==> src/rtl/alu_serial_responder.sv <==
// alu_serial_responder
//   Bit-serial ALU end of the processor-to-ALU link. Shifts in one packet
//   (op_code, op_1, op_2, each LSB first), executes ADD/AND/OR and shifts the
//   DATA_WIDTH-bit result back out LSB first. Any other op_code yields a zero
//   result with op_error set.
//
//   Ports:
//     clock     in   rising-edge clock
//     reset     in   asynchronous active-high reset
//     rx_data   in   incoming packet bit
//     rx_valid  in   rx_data valid this cycle
//     rx_ready  out  a bit is accepted this cycle when rx_valid is also high
//     tx_data   out  outgoing result bit (registered)
//     tx_valid  out  tx_data valid this cycle, no backpressure (registered)
//     op_error  out  current result is from an unsupported op_code
//
//   Optional feature macro: ALU_SERIAL_RESPONDER_PARITY_EN
//     When defined, one extra bit follows the result: the XOR of all result
//     bits and op_error.
module alu_serial_responder #(
  parameter int DATA_WIDTH   = 32,
  parameter int OPCODE_WIDTH = 3
) (
  input  logic clock,
  input  logic reset,
  input  logic rx_data,
  input  logic rx_valid,
  output logic rx_ready,
  output logic tx_data,
  output logic tx_valid,
  output logic op_error
);

  localparam int PKT_LEN = OPCODE_WIDTH + 2 * DATA_WIDTH;
  localparam int CNT_W   = $clog2(PKT_LEN);
`ifdef ALU_SERIAL_RESPONDER_PARITY_EN
  localparam int SEND_LEN = DATA_WIDTH + 1;
`else
  localparam int SEND_LEN = DATA_WIDTH;
`endif
  localparam int SEND_W = $clog2(SEND_LEN);

  localparam logic [CNT_W-1:0]  LAST_BIT  = CNT_W'(PKT_LEN - 1);
  localparam logic [SEND_W-1:0] LAST_SEND = SEND_W'(SEND_LEN - 1);

  localparam logic [OPCODE_WIDTH-1:0] OP_ADD = OPCODE_WIDTH'(0);
  localparam logic [OPCODE_WIDTH-1:0] OP_AND = OPCODE_WIDTH'(1);
  localparam logic [OPCODE_WIDTH-1:0] OP_OR  = OPCODE_WIDTH'(2);

  typedef enum logic [1:0] {
    IDLE,
    RECV,
    EXEC,
    SEND
  } state_t;

  state_t                  state;
  logic [PKT_LEN-1:0]      pkt_q;
  logic [CNT_W-1:0]        bit_cnt;
  logic [SEND_W-1:0]       send_cnt;
  logic [SEND_LEN-1:0]     tx_shift;

  logic [OPCODE_WIDTH-1:0] op_field;
  logic [DATA_WIDTH-1:0]   op_1;
  logic [DATA_WIDTH-1:0]   op_2;
  logic [DATA_WIDTH-1:0]   result;
  logic                    result_err;
  logic [SEND_LEN-1:0]     payload;
  logic                    accept;

  assign accept = rx_valid && rx_ready;

  // Bits enter at the MSB end, so after a full packet the first bit received
  // (op_code LSB) sits at bit 0 and older packets are shifted out entirely.
  assign op_field = pkt_q[OPCODE_WIDTH-1:0];
  assign op_1     = pkt_q[OPCODE_WIDTH +: DATA_WIDTH];
  assign op_2     = pkt_q[OPCODE_WIDTH + DATA_WIDTH +: DATA_WIDTH];

  always_comb begin
    result     = '0;
    result_err = 1'b0;
    case (op_field)
      OP_ADD:  result = op_1 + op_2;
      OP_AND:  result = op_1 & op_2;
      OP_OR:   result = op_1 | op_2;
      default: result_err = 1'b1;
    endcase
  end

`ifdef ALU_SERIAL_RESPONDER_PARITY_EN
  assign payload = {(^result) ^ result_err, result};
`else
  assign payload = result;
`endif

  always_ff @(posedge clock or posedge reset) begin
    if (reset) begin
      state    <= IDLE;
      rx_ready <= 1'b1;
      tx_valid <= 1'b0;
      tx_data  <= 1'b0;
      op_error <= 1'b0;
      pkt_q    <= '0;
      bit_cnt  <= '0;
      send_cnt <= '0;
      tx_shift <= '0;
    end else begin
      case (state)
        IDLE: begin
          if (accept) begin
            pkt_q   <= {rx_data, pkt_q[PKT_LEN-1:1]};
            bit_cnt <= CNT_W'(1);
            state   <= RECV;
          end
        end
        RECV: begin
          if (accept) begin
            pkt_q <= {rx_data, pkt_q[PKT_LEN-1:1]};
            if (bit_cnt == LAST_BIT) begin
              bit_cnt  <= '0;
              rx_ready <= 1'b0;
              state    <= EXEC;
            end else begin
              bit_cnt <= bit_cnt + CNT_W'(1);
            end
          end
        end
        EXEC: begin
          // First output bit goes straight to tx_data; the rest wait in tx_shift.
          tx_data  <= payload[0];
          tx_shift <= payload >> 1;
          tx_valid <= 1'b1;
          op_error <= result_err;
          send_cnt <= '0;
          state    <= SEND;
        end
        SEND: begin
          if (send_cnt == LAST_SEND) begin
            tx_valid <= 1'b0;
            tx_data  <= 1'b0;
            op_error <= 1'b0;
            rx_ready <= 1'b1;
            state    <= IDLE;
          end else begin
            tx_data  <= tx_shift[0];
            tx_shift <= tx_shift >> 1;
            send_cnt <= send_cnt + SEND_W'(1);
          end
        end
        default: state <= IDLE;
      endcase
    end
  end

endmodule

==> config.mk <==
export PLATFORM = sky130hd
export DESIGN_NAME = alu_serial_responder
export DESIGN_NICKNAME = d
export VERILOG_FILES = /design/src/rtl/alu_serial_responder.sv
export SDC_FILE = /design/constraint.sdc
export NUM_CORES = 1
export LEC_CHECK = 0
export BUFFER_PORTS_ARGS = -buffer_cell sky130_fd_sc_hd__buf_2
export CORE_MARGIN = 2
export CORE_UTILIZATION = 50
export CTS_BUF_LIST = sky130_fd_sc_hd__clkbuf_8 sky130_fd_sc_hd__clkbuf_16
export CTS_CLUSTER_SIZE = 12
export DETAILED_ROUTE_END_ITERATION = 10
export PLACE_DENSITY = 0.65
export SYNTH_ARGS = -nofsm -noshare
export SYNTH_HDL_FRONTEND = slang
export SYNTH_SLANG_ARGS = --single-unit
==> constraint.sdc <==
create_clock -name clock -period 4.03 [get_ports clock]
set_input_delay 0.2015 -clock clock [delete_from_list [all_inputs] [get_ports clock]]
set_output_delay 0.2015 -clock clock [all_outputs]
set_load 0.01 [all_outputs]
==> run_results.csv, run 1 <==
group,metric,value,unit
placed_design,post-place-ws,1.136,ns
global_routing,grt_use_met2,0.3706,
timing,fin_setup_tns,0,ns
drt,routed_via_density,5.731,
clock_network,cts.sinks,116,
timing,relSlewSlack,0.4619,
global_routing,grtUsageMet1,0.3166,
die,fp.dieH,127.8,um
power,power_density,576.0,nW/um^2
finish,num_antenna_cells,0,
die,io_pins,8,
drt,antenna_left,0,
timing,layout_setup_ws,1.084,ns
timing,finalSetupViolCount,0,
clock_network,cts_tree,"built",
timing,whs,0.1120,ns
timing,fin_crit_sh,0.7311,
yosys,syn_inst,914,
yosys,ys_ff_latch,116,
placed_design,placement.io_buffers,7,
global_routing,grt_usage,0.2319,
yosys,ys_seq_area_frac,0.3789,
clock_network,root_buffer,"clkbuf_16",
yosys,synth-edff-count,0,
yosys,netlist_top_cells_count,"o21ai_0, nand2_1, dfrtp_1",
global_routing,grt_pass1_wl,30450,um
yosys,ys_types,69,
die,core_area,15090,sq um
die,start_util,0.5080,
placed_design,gp_congestion,0.8523,
finish,nets,988,
power,power,4.936,mW
setup_path,worstSetupPathType,"flip-flop to flip-flop",
clock_network,clockBufferDepth,2,
outcome,status,"complete, no violations",
yosys,yosys.area.top_type_share,0.3754,
timing,rsz0062_at_grt,"no",
yosys,synth_fp_nets,991,
global_routing,grt-ovfl-total,0,
placed_design,dp.final_hpwl,12330,um
setup_path,cp_data_required_time,4.39,ns
clock_network,htree_levels,4,
yosys,synth_area_leaders,"dfrtp_1, ha_1, o21ai_0",
timing,tightest_slew,0.8071,ns
setup_path,crit_fanout,4,
placed_design,place_area,7870,sq um
setup_path,cp-start-kind,"flip-flop",
run,cap_violations,0,
global_routing,grt_antenna_before_repair,0,
global_routing,use_met3,0.05134,
clock_network,cts-buffers-inserted,17,
timing,min_period,2.946,ns
global_routing,grt_max_degree,72,
global_routing,grt.busiest_layer,"met2",
yosys,yosysMostFrequentCell,"o21ai_0",
finish,drive_gt1_frac,0.07792,
finish,syn2layout_area_growth,11.80,%
global_routing,grt_pass1_vias,6126,
drt,drtPass1Iterations,5,
yosys,synthArstFlopShare,1.000,
yosys,yosysTopAreaCell,"dfrtp_1",
yosys,syn_area,7665,sq um
yosys,synth_flop_cell,"dfrtp_1",
yosys,synth_area_per_cell,8.386,sq um
power,leakage,3.695,nW
die,fp.dieW,127.8,um
power,irDropWorstVdd,0.0004080,V
drt,vias,6373,
setup_path,endpoint_kind,"flip-flop",
yosys,synth_warnings,0,
drt,drtIter0Drc,534,
timing,clock_skew,0.009826,ns
clock_network,path_clk_slew,0.06,ns
drt,wl_per_cell,15.97,um
clock_network,post_cts_resized,0,
timing,hold_viol,0,
timing,slew_viol_final,0,
finish,final_area,8569,sq um
die,rows,45,
timing,fmax,339.4,MHz
die,die_area,16340,sq um
clock_network,clkLatencyLatePin,0.42,ns
worst_hold_path,hold_class,"primary input to flip-flop",
drt,drc,0,
setup_path,cp.arrival,3.30,ns
drt,drt_wl_total,17760,um
==> final timing paths <==
path / cells after the start / startpoint / end / slack (ns)
max: 11 / pkt_q[3] / tx_shift[27] / 1.08
max reg2reg: 11 / pkt_q[3] / tx_shift[27] / 1.08
max in group asynchronous: 4 / reset / rx_ready / 2.61
min: 3 / rx_valid / bit_cnt[1] / 0.11
min in group asynchronous: 3 / reset / pkt_q[37] / 0.50
min reg2reg: 1 / tx_shift[1] / tx_shift[1] / 0.49
==> through the flow <==
stage / util / std cells
5_1_grt: 0.5679 / 1112
4_1_cts: 0.5679 / 1112
3_5_place_dp: 0.5216 / 1078
3_3_place_gp: 0.5216 / 1078
2_1_floorplan: - / 914
6_report: 0.5679 / 1112
==> worst max-delay path, cell delays in order, from the launching register on <==
cell and delay, ns:
dfrtp_1 0.36, ha_1 0.21, inv_1 0.07, fa_1 0.37, nand2b_1 0.19, a21oi_1 0.24, o41a_1 0.26, a41oi_2 0.25
o21ba_2 0.32, o21ai_1 0.15, mux2_1 0.33, nor2_1 0.11
==> cells by family (layout without fill, tap and decap cells) <==
kind of cell | Yosys count | after routing | share of synthesized area
AO/OA/AOI/OAI | 315 | 315 | 0.2504
AND/OR/NAND/NOR | 248 | 248 | 0.1420
buffers and inverters | 123 | 133 | 0.06040
flip-flops | 116 | 116 | 0.3789
adder cells (fa/ha/maj) | 73 | 73 | 0.1201
XOR/XNOR | 22 | 22 | 0.02514
multiplexers | 17 | 17 | 0.02302
==> layout by cell type, fill, tap and decap left out, types with 11 or more instances in the layout <==
master	synthesis	routed
a21oi_1	65	65
buf_4	0	12
clkbuf_16	0	17
dfrtp_1	115	115
ha_1	72	72
inv_1	80	79
mux2i_1	12	12
nand2_1	129	129
nand3_1	11	11
nor2_1	59	59
o21a_1	16	16
o21ai_0	138	138
o21ai_1	14	14
xor2_1	13	13
==> final cells by class <==
class / instances / area, sq um
inverter: 80 / 302.8
fill: 1393 / 6520
sequential: 116 / 2904
clock buffer: 17 / 425.4
timing repair buffer: 21 / 145.1
multi-input combinational: 675 / 4303
clock inverter: 15 / 254.0
tap: 188 / 235.2
==> where the power goes <==
part,internal [mW],switching [mW],total (mW)
logic,0.587,1.01,1.59
clock network,1.17,0.587,1.75
registers,1.43,0.161,1.59
total,3.18,1.75,4.94
==> flip-flops by register name, summed over array words and instances, names as in the netlist <==
| register | flops |
|---|---|
| bit_cnt | 7 |
| op_error | 1 |
| pkt_q | 67 |
| rx_ready | 1 |
| send_cnt | 5 |
| state | 2 |
| tx_data | 1 |
| tx_shift | 31 |
| tx_valid | 1 |
==> layer usage <==
layer,vias up,part of all wire
li1,3173,-
met1,3041,0.49
met2,140,0.46
met3,19,0.040
met4,0,0.014
met5,-,0
==> timing repair <==
item                       CTS  global route
hold buffers                 2             0
buffers inserted             0             0
setup endpoints to repair    0             0
hold endpoints to repair    61             0
(Power assumes the default switching activity.)
==> inputs of run 2 (changes only) <==
==> constraint.sdc (replaced) <==
create_clock -name clock -period 2.8 [get_ports clock]
set_input_delay 0.14 -clock clock [delete_from_list [all_inputs] [get_ports clock]]
set_output_delay 0.14 -clock clock [all_outputs]
set_load 0.01 [all_outputs]
==> run 2 against run 1 <==
Net effect:
- non-clock buffer count rose by 22
- via count increased by 0.19%
- flip-flop and latch count unchanged
- combinational power is 55% higher
- die area is the same
- total power rose by 40%
- register-to-register slack got worse by 1.0 ns
- first-iteration DRC count down 27%
- sequential share of layout area down 0.70 points
- setup slack got worse by 1.0 ns
==> run_results.csv, run 2 (synthesis gave the netlist of run 1 again) <==
group,metric,value,unit
outcome,status,"complete, no violations",
clock_network,cts-buffers-inserted,17,
timing,hold_viol,0,
power,power_density,787.3,nW/um^2
timing,relSlewSlack,0.3982,
setup_path,crit_fanout,4,
timing,finalSetupViolCount,0,
drt,drt_wl_total,18280,um
power,leakage,3.803,nW
drt,antenna_left,0,
finish,final_common_cell,"o21ai_0",
clock_network,path_clk_slew,0.05,ns
die,fp.dieH,127.8,um
placed_design,placement.io_buffers,7,
worst_hold_path,hold_class,"primary input to flip-flop",
die,fp.dieW,127.8,um
global_routing,grt_max_degree,79,
global_routing,grt_antenna_before_repair,0,
setup_path,cp_slowest_cell,"o41a_1",
placed_design,place_area,8056,sq um
clock_network,cts_tree,"built",
placed_design,gp_congestion,0.9257,
die,die_area,16340,sq um
clock_network,htree_levels,4,
finish,nets,1010,
setup_path,worstSetupPathType,"flip-flop to flip-flop",
drt,routed_via_density,5.631,
finish,final_area,8751,sq um
setup_path,cp-start-kind,"flip-flop",
global_routing,grt_pass1_vias,6261,
setup_path,cp.arrival,3.05,ns
setup_path,cp_data_required_time,3.10,ns
die,start_util,0.5080,
run,cap_violations,0,
placed_design,dp.final_hpwl,13020,um
finish,reg_top3,"pkt_q (67), tx_shift (31), bit_cnt (7)",
clock_network,clockBufferDepth,2,
finish,largest_register_ffs,67,
timing,clock_skew,0.008679,ns
finish,layout_common_cells,"o21ai_0, nand2_1, dfrtp_1, inv_1, ha_1",
timing,slew_viol_final,0,
finish,syn2layout_area_growth,14.17,%
drt,drc,0,
setup_path,cp_slowest_stage_delay,0.44,ns
global_routing,grt_usage,0.2374,
setup_path,endpoint_kind,"flip-flop",
drt,drtIter0Drc,388,
timing,fin_crit_sh,0.9833,
drt,vias,6385,
die,io_pins,8,
die,rows,45,
finish,regMostFlops,"pkt_q",
setup_path,path_cells,"ha_1 > inv_1 > fa_2 > nand2b_4 > a21oi_4 > o41a_1 > a41oi_4 > o21ai_1 > xor2_1 > a221oi_1 > a211oi_1",
global_routing,grt_pass1_wl,31090,um
clock_network,cts.sinks,116,
clock_network,root_buffer,"clkbuf_16",
timing,min_period,2.753,ns
clock_network,clkLatencyLatePin,0.42,ns
timing,tightest_slew,0.9008,ns
power,irDropWorstVdd,0.0005321,V
finish,drive_gt1_frac,0.1068,
drt,drtPass1Iterations,5,
die,core_area,15090,sq um
global_routing,grt-ovfl-total,0,
finish,post-route-util,0.5799,
timing,fmax,363.2,MHz
drt,wl_per_cell,16.12,um
finish,num_antenna_cells,0,
[run 2: report_power, final]
part | internal (mW) | leakage [nW] | switching (mW) | total [mW]
combinational | 0.952 | 1.98 | 1.51 | 2.46
sequential | 2.06 | 1.53 | 0.230 | 2.29
clock | 1.36 | 0.294 | 0.784 | 2.14
[run 2: path summary, 6_finish.rpt]
path	startpoint	to	slack (ns)	cells past startpoint
worst min register to register	tx_shift[5]	tx_shift[5]	0.49	1
min in group asynchronous	reset	pkt_q[4]	0.45	3
worst max register to register	pkt_q[3]	tx_shift[13]	0.05	11
worst max-delay path	pkt_q[3]	tx_shift[13]	0.05	11
max in group asynchronous	reset	pkt_q[24]	1.65	4
worst min-delay path	rx_valid	bit_cnt[1]	0.06	3
[run 2: critical path: cells and delay by family (launching register included)]
kind | cells | cell delay [ns]
AO/OA/AOI/OAI | 6 | 1.43
adder cells (fa/ha/maj) | 2 | 0.42
flip-flops | 1 | 0.40
XOR/XNOR | 1 | 0.17
AND/OR/NAND/NOR | 1 | 0.14
buffers and inverters | 1 | 0.07
[run 2: metrics by stage]
stage	std cells	total power, mW	hold slack (ns)	worst slack (ns)	TNS (ns)
6_report	1134	6.890	0.06096	0.04681	0
4_1_cts	1130	6.921	0.04841	0.008775	0
3_5_place_dp	1096	4.745	0.3633	-0.0006837	-0.0006837
3_3_place_gp	1096	4.697	0.3721	0.05880	0
2_1_floorplan	914	4.038	0.2906	0.2564	0
5_1_grt	1134	7.380	0.08073	-0.02081	-0.03910
[run 2: area by class of cell]
cell class	count	area [sq um]
well taps	188	235.2
flip-flops and latches	116	2904
multi-input cells	675	4368
clock inverters	12	112.6
inverters	80	304.0
repair buffers	43	360.3
fillers	1393	6339
clock buffers	20	466.7
[run 2: timing repair]
item,CTS,global route
buffers inserted,0,4
resized for setup,1,14
endpoints found under the hold margin,37,0
hold buffers,2,0
endpoints found under the setup margin,2,12
pin swaps,1,8
[run 2: metal layers]
metal	track usage	up-vias	routed length (um)
met5	0	-	0
met4	0.07692	0	263
met3	0.04967	21	667
met2	0.3844	113	8487
met1	0.3195	3034	8857
li1	-	3217	-
==> inputs of run 3 (changes only) <==
==> config.mk (replaced) <==
export PLATFORM = sky130hd
export DESIGN_NAME = alu_serial_responder
export DESIGN_NICKNAME = d
export VERILOG_FILES = /design/src/rtl/alu_serial_responder.sv
export SDC_FILE = /design/constraint.sdc
export NUM_CORES = 1
export LEC_CHECK = 0
export BUFFER_PORTS_ARGS = -buffer_cell sky130_fd_sc_hd__buf_4
export CORE_MARGIN = 2
export CORE_UTILIZATION = 60
export CTS_BUF_LIST = sky130_fd_sc_hd__clkbuf_8 sky130_fd_sc_hd__clkbuf_16
export CTS_CLUSTER_SIZE = 12
export DETAILED_ROUTE_END_ITERATION = 10
export PLACE_DENSITY = 0.76
export SYNTH_ARGS = -nofsm -noshare
export SYNTH_HDL_FRONTEND = slang
export SYNTH_SLANG_ARGS = --single-unit
==> run 3 against run 2 <==
Net effect:
- critical path type unchanged
- highest routed layer unchanged
- final area up 0.30%
- register-to-register slack barely moved
- first-iteration DRC count rose by 74%
- largest power group unchanged
==> run_results.csv, run 3 (synthesis gave the netlist of run 1 again) <==
group,metric,value,unit
outcome,status,"complete, no violations",
die,rows,41,
timing,slew_viol_final,0,
clock_network,htree_levels,4,
worst_hold_path,hold_end,"rx_ready",
power,pwr-share-comb,0.349,
power,p_clk_frac,0.326,
finish,drive_gt1_frac,0.1106,
run,cap_violations,0,
power,power.switching,2.537,mW
finish,multiInputGateArea,4350,sq um
power,irDropWorstVdd,0.0005604,V
setup_path,cp-start-kind,"flip-flop",
die,core_area,12570,sq um
worst_hold_path,min_from,"rx_valid",
finish,regMostFlops,"pkt_q",
global_routing,grtUsageMet1,0.3668,
drt,routed_via_density,6.066,
finish,num_antenna_cells,0,
global_routing,grt_pass1_wl,31240,um
timing,rsz0062_at_grt,"yes",
drt,wl_per_cell,16.96,um
placed_design,placement.io_buffers,7,
power,power.share.switching,0.3586,
clock_network,cts-buffers-inserted,17,
timing,hold_viol,0,
clock_network,path_clk_slew,0.06,ns
setup_path,cp_data_required_time,3.16,ns
global_routing,grt.busiest_layer,"met2",
setup_path,regToRegEndpoint,"tx_shift[29]",
timing,tightest_slew,0.5669,ns
placed_design,gp_congestion,0.9359,
setup_path,r2r_slack,0.04,ns
clock_network,cts_tree,"built",
power,leakage,3.822,nW
die,die_area,13690,sq um
setup_path,endpoint_kind,"flip-flop",
placed_design,dp.final_hpwl,12950,um
power,power,7.075,mW
timing,clock_skew,0.008867,ns
global_routing,grt_max_degree,80,
drt,drtIter0Drc,677,
finish,syn2layout_area_growth,14.51,%
timing,fmax,362.9,MHz
setup_path,cp.arrival,3.12,ns
worst_hold_path,hold_depth,4,
finish,largest_register_ffs,67,
timing,fin_setup_tns,0,ns
finish,final_common_cell,"o21ai_0",
finish,layout_common_cells,"o21ai_0, nand2_1, dfrtp_1, inv_1, ha_1",
setup_path,crit_fanout,4,
drt,drt_wl_total,19010,um
clock_network,clockBufferDepth,2,
drt,drtPass1Iterations,7,
finish,seqCellArea,2904,sq um
drt,antenna_left,0,
drt,vias,6800,
setup_path,r2r_start,"pkt_q[35]",
global_routing,grt_pass1_vias,6628,
global_routing,use_met3,0.07724,
setup_path,reg2reg_depth,11,
drt,drc,0,
die,fp.dieW,117.0,um
timing,relSlewSlack,0.6221,
die,io_pins,8,
global_routing,grt-ovfl-total,0,
finish,filler_cell_count,985,
power,p_int,4.538,mW
clock_network,cts.sinks,116,
global_routing,grt_use_met2,0.4763,
power,power_density,806.0,nW/um^2
timing,min_period,2.756,ns
finish,nets,1013,
global_routing,grt_antenna_before_repair,0,
power,power_frac_seq,0.325,
timing,fin_crit_sh,0.9842,
die,fp.dieH,117.0,um
setup_path,worstSetupPathType,"flip-flop to flip-flop",
finish,post-route-util,0.6984,
worst_hold_path,hold_class,"primary input to flip-flop",
clock_network,clkLatencyLatePin,0.43,ns
die,start_util,0.6099,
finish,reg_top3,"pkt_q (67), tx_shift (31), bit_cnt (7)",
timing,finalSetupViolCount,0,
clock_network,root_buffer,"clkbuf_16",
global_routing,grt_usage,0.2917,
run 3: power by group through the flow:
stage	logic [mW]	clock network, mW	registers, mW
CTS	2.43	2.34	2.29
detailed placement	2.40	0	2.31
floorplan	1.79	0	2.25
global placement	2.30	0	2.29
finish	2.47	2.31	2.30
global route	2.76	2.42	2.34
run 3: metrics by stage:
stage | std cells | area, sq um | worst slack [ns] | hold WS (ns)
after floorplan | 914 | 7669 | 0.2564 | 0.2906
after global placement | 1077 | 8006 | 0.08873 | 0.1042
after detailed placement | 1077 | 8006 | 0.005208 | 0.1100
after CTS | 1112 | 8682 | 0.01799 | 0.05956
after global routing | 1121 | 8777 | -0.09479 | 0.1052
final | 1121 | 8777 | 0.04420 | 0.07597
run 3: timing repair:
item                                    CTS  global route
pin swaps                                 1            14
hold buffers                              2             0
endpoints found under the setup margin    4            10
hold endpoints to repair                 56             0
setup buffers                             1             9
resized for setup                         3            12
run 3: how the worst max path moves through the flow:
stage | depth (start not counted) | to | slack, ns | from
after floorplan | 10 | tx_shift[26] | 0.26 | pkt_q[4]
after global placement | 11 | tx_shift[29] | 0.09 | pkt_q[3]
after detailed placement | 11 | tx_shift[27] | 0.005 | pkt_q[3]
after CTS | 11 | tx_shift[21] | 0.02 | pkt_q[3]
after global routing | 11 | tx_shift[29] | -0.09 | pkt_q[35]
final | 11 | tx_shift[29] | 0.04 | pkt_q[35]
run 3: critical path, cell delays in order, from the launching register on:
cell and delay [ns]:
dfrtp_1 0.36, ha_2 0.20, inv_1 0.05, fa_1 0.39, nand2b_1 0.20, a21oi_2 0.20
o41a_1 0.24, a41oi_4 0.19, o21ba_4 0.26, o21ai_1 0.15, mux2_1 0.34, nor2_1 0.10
run 3: layer usage:
metal | vias up | share of wire
li1 | 3222 | -
met1 | 3267 | 0.43
met2 | 255 | 0.49
met3 | 56 | 0.057
met4 | 0 | 0.030
met5 | - | 0
run 3: area by class of cell:
cell class	count	area share
sequential	116	0.3309
clock inverter	12	0.01839
tap	172	0.02452
inverter	80	0.03464
clock buffer	20	0.05317
multi-input combinational	675	0.4957
timing repair buffer	46	0.04277
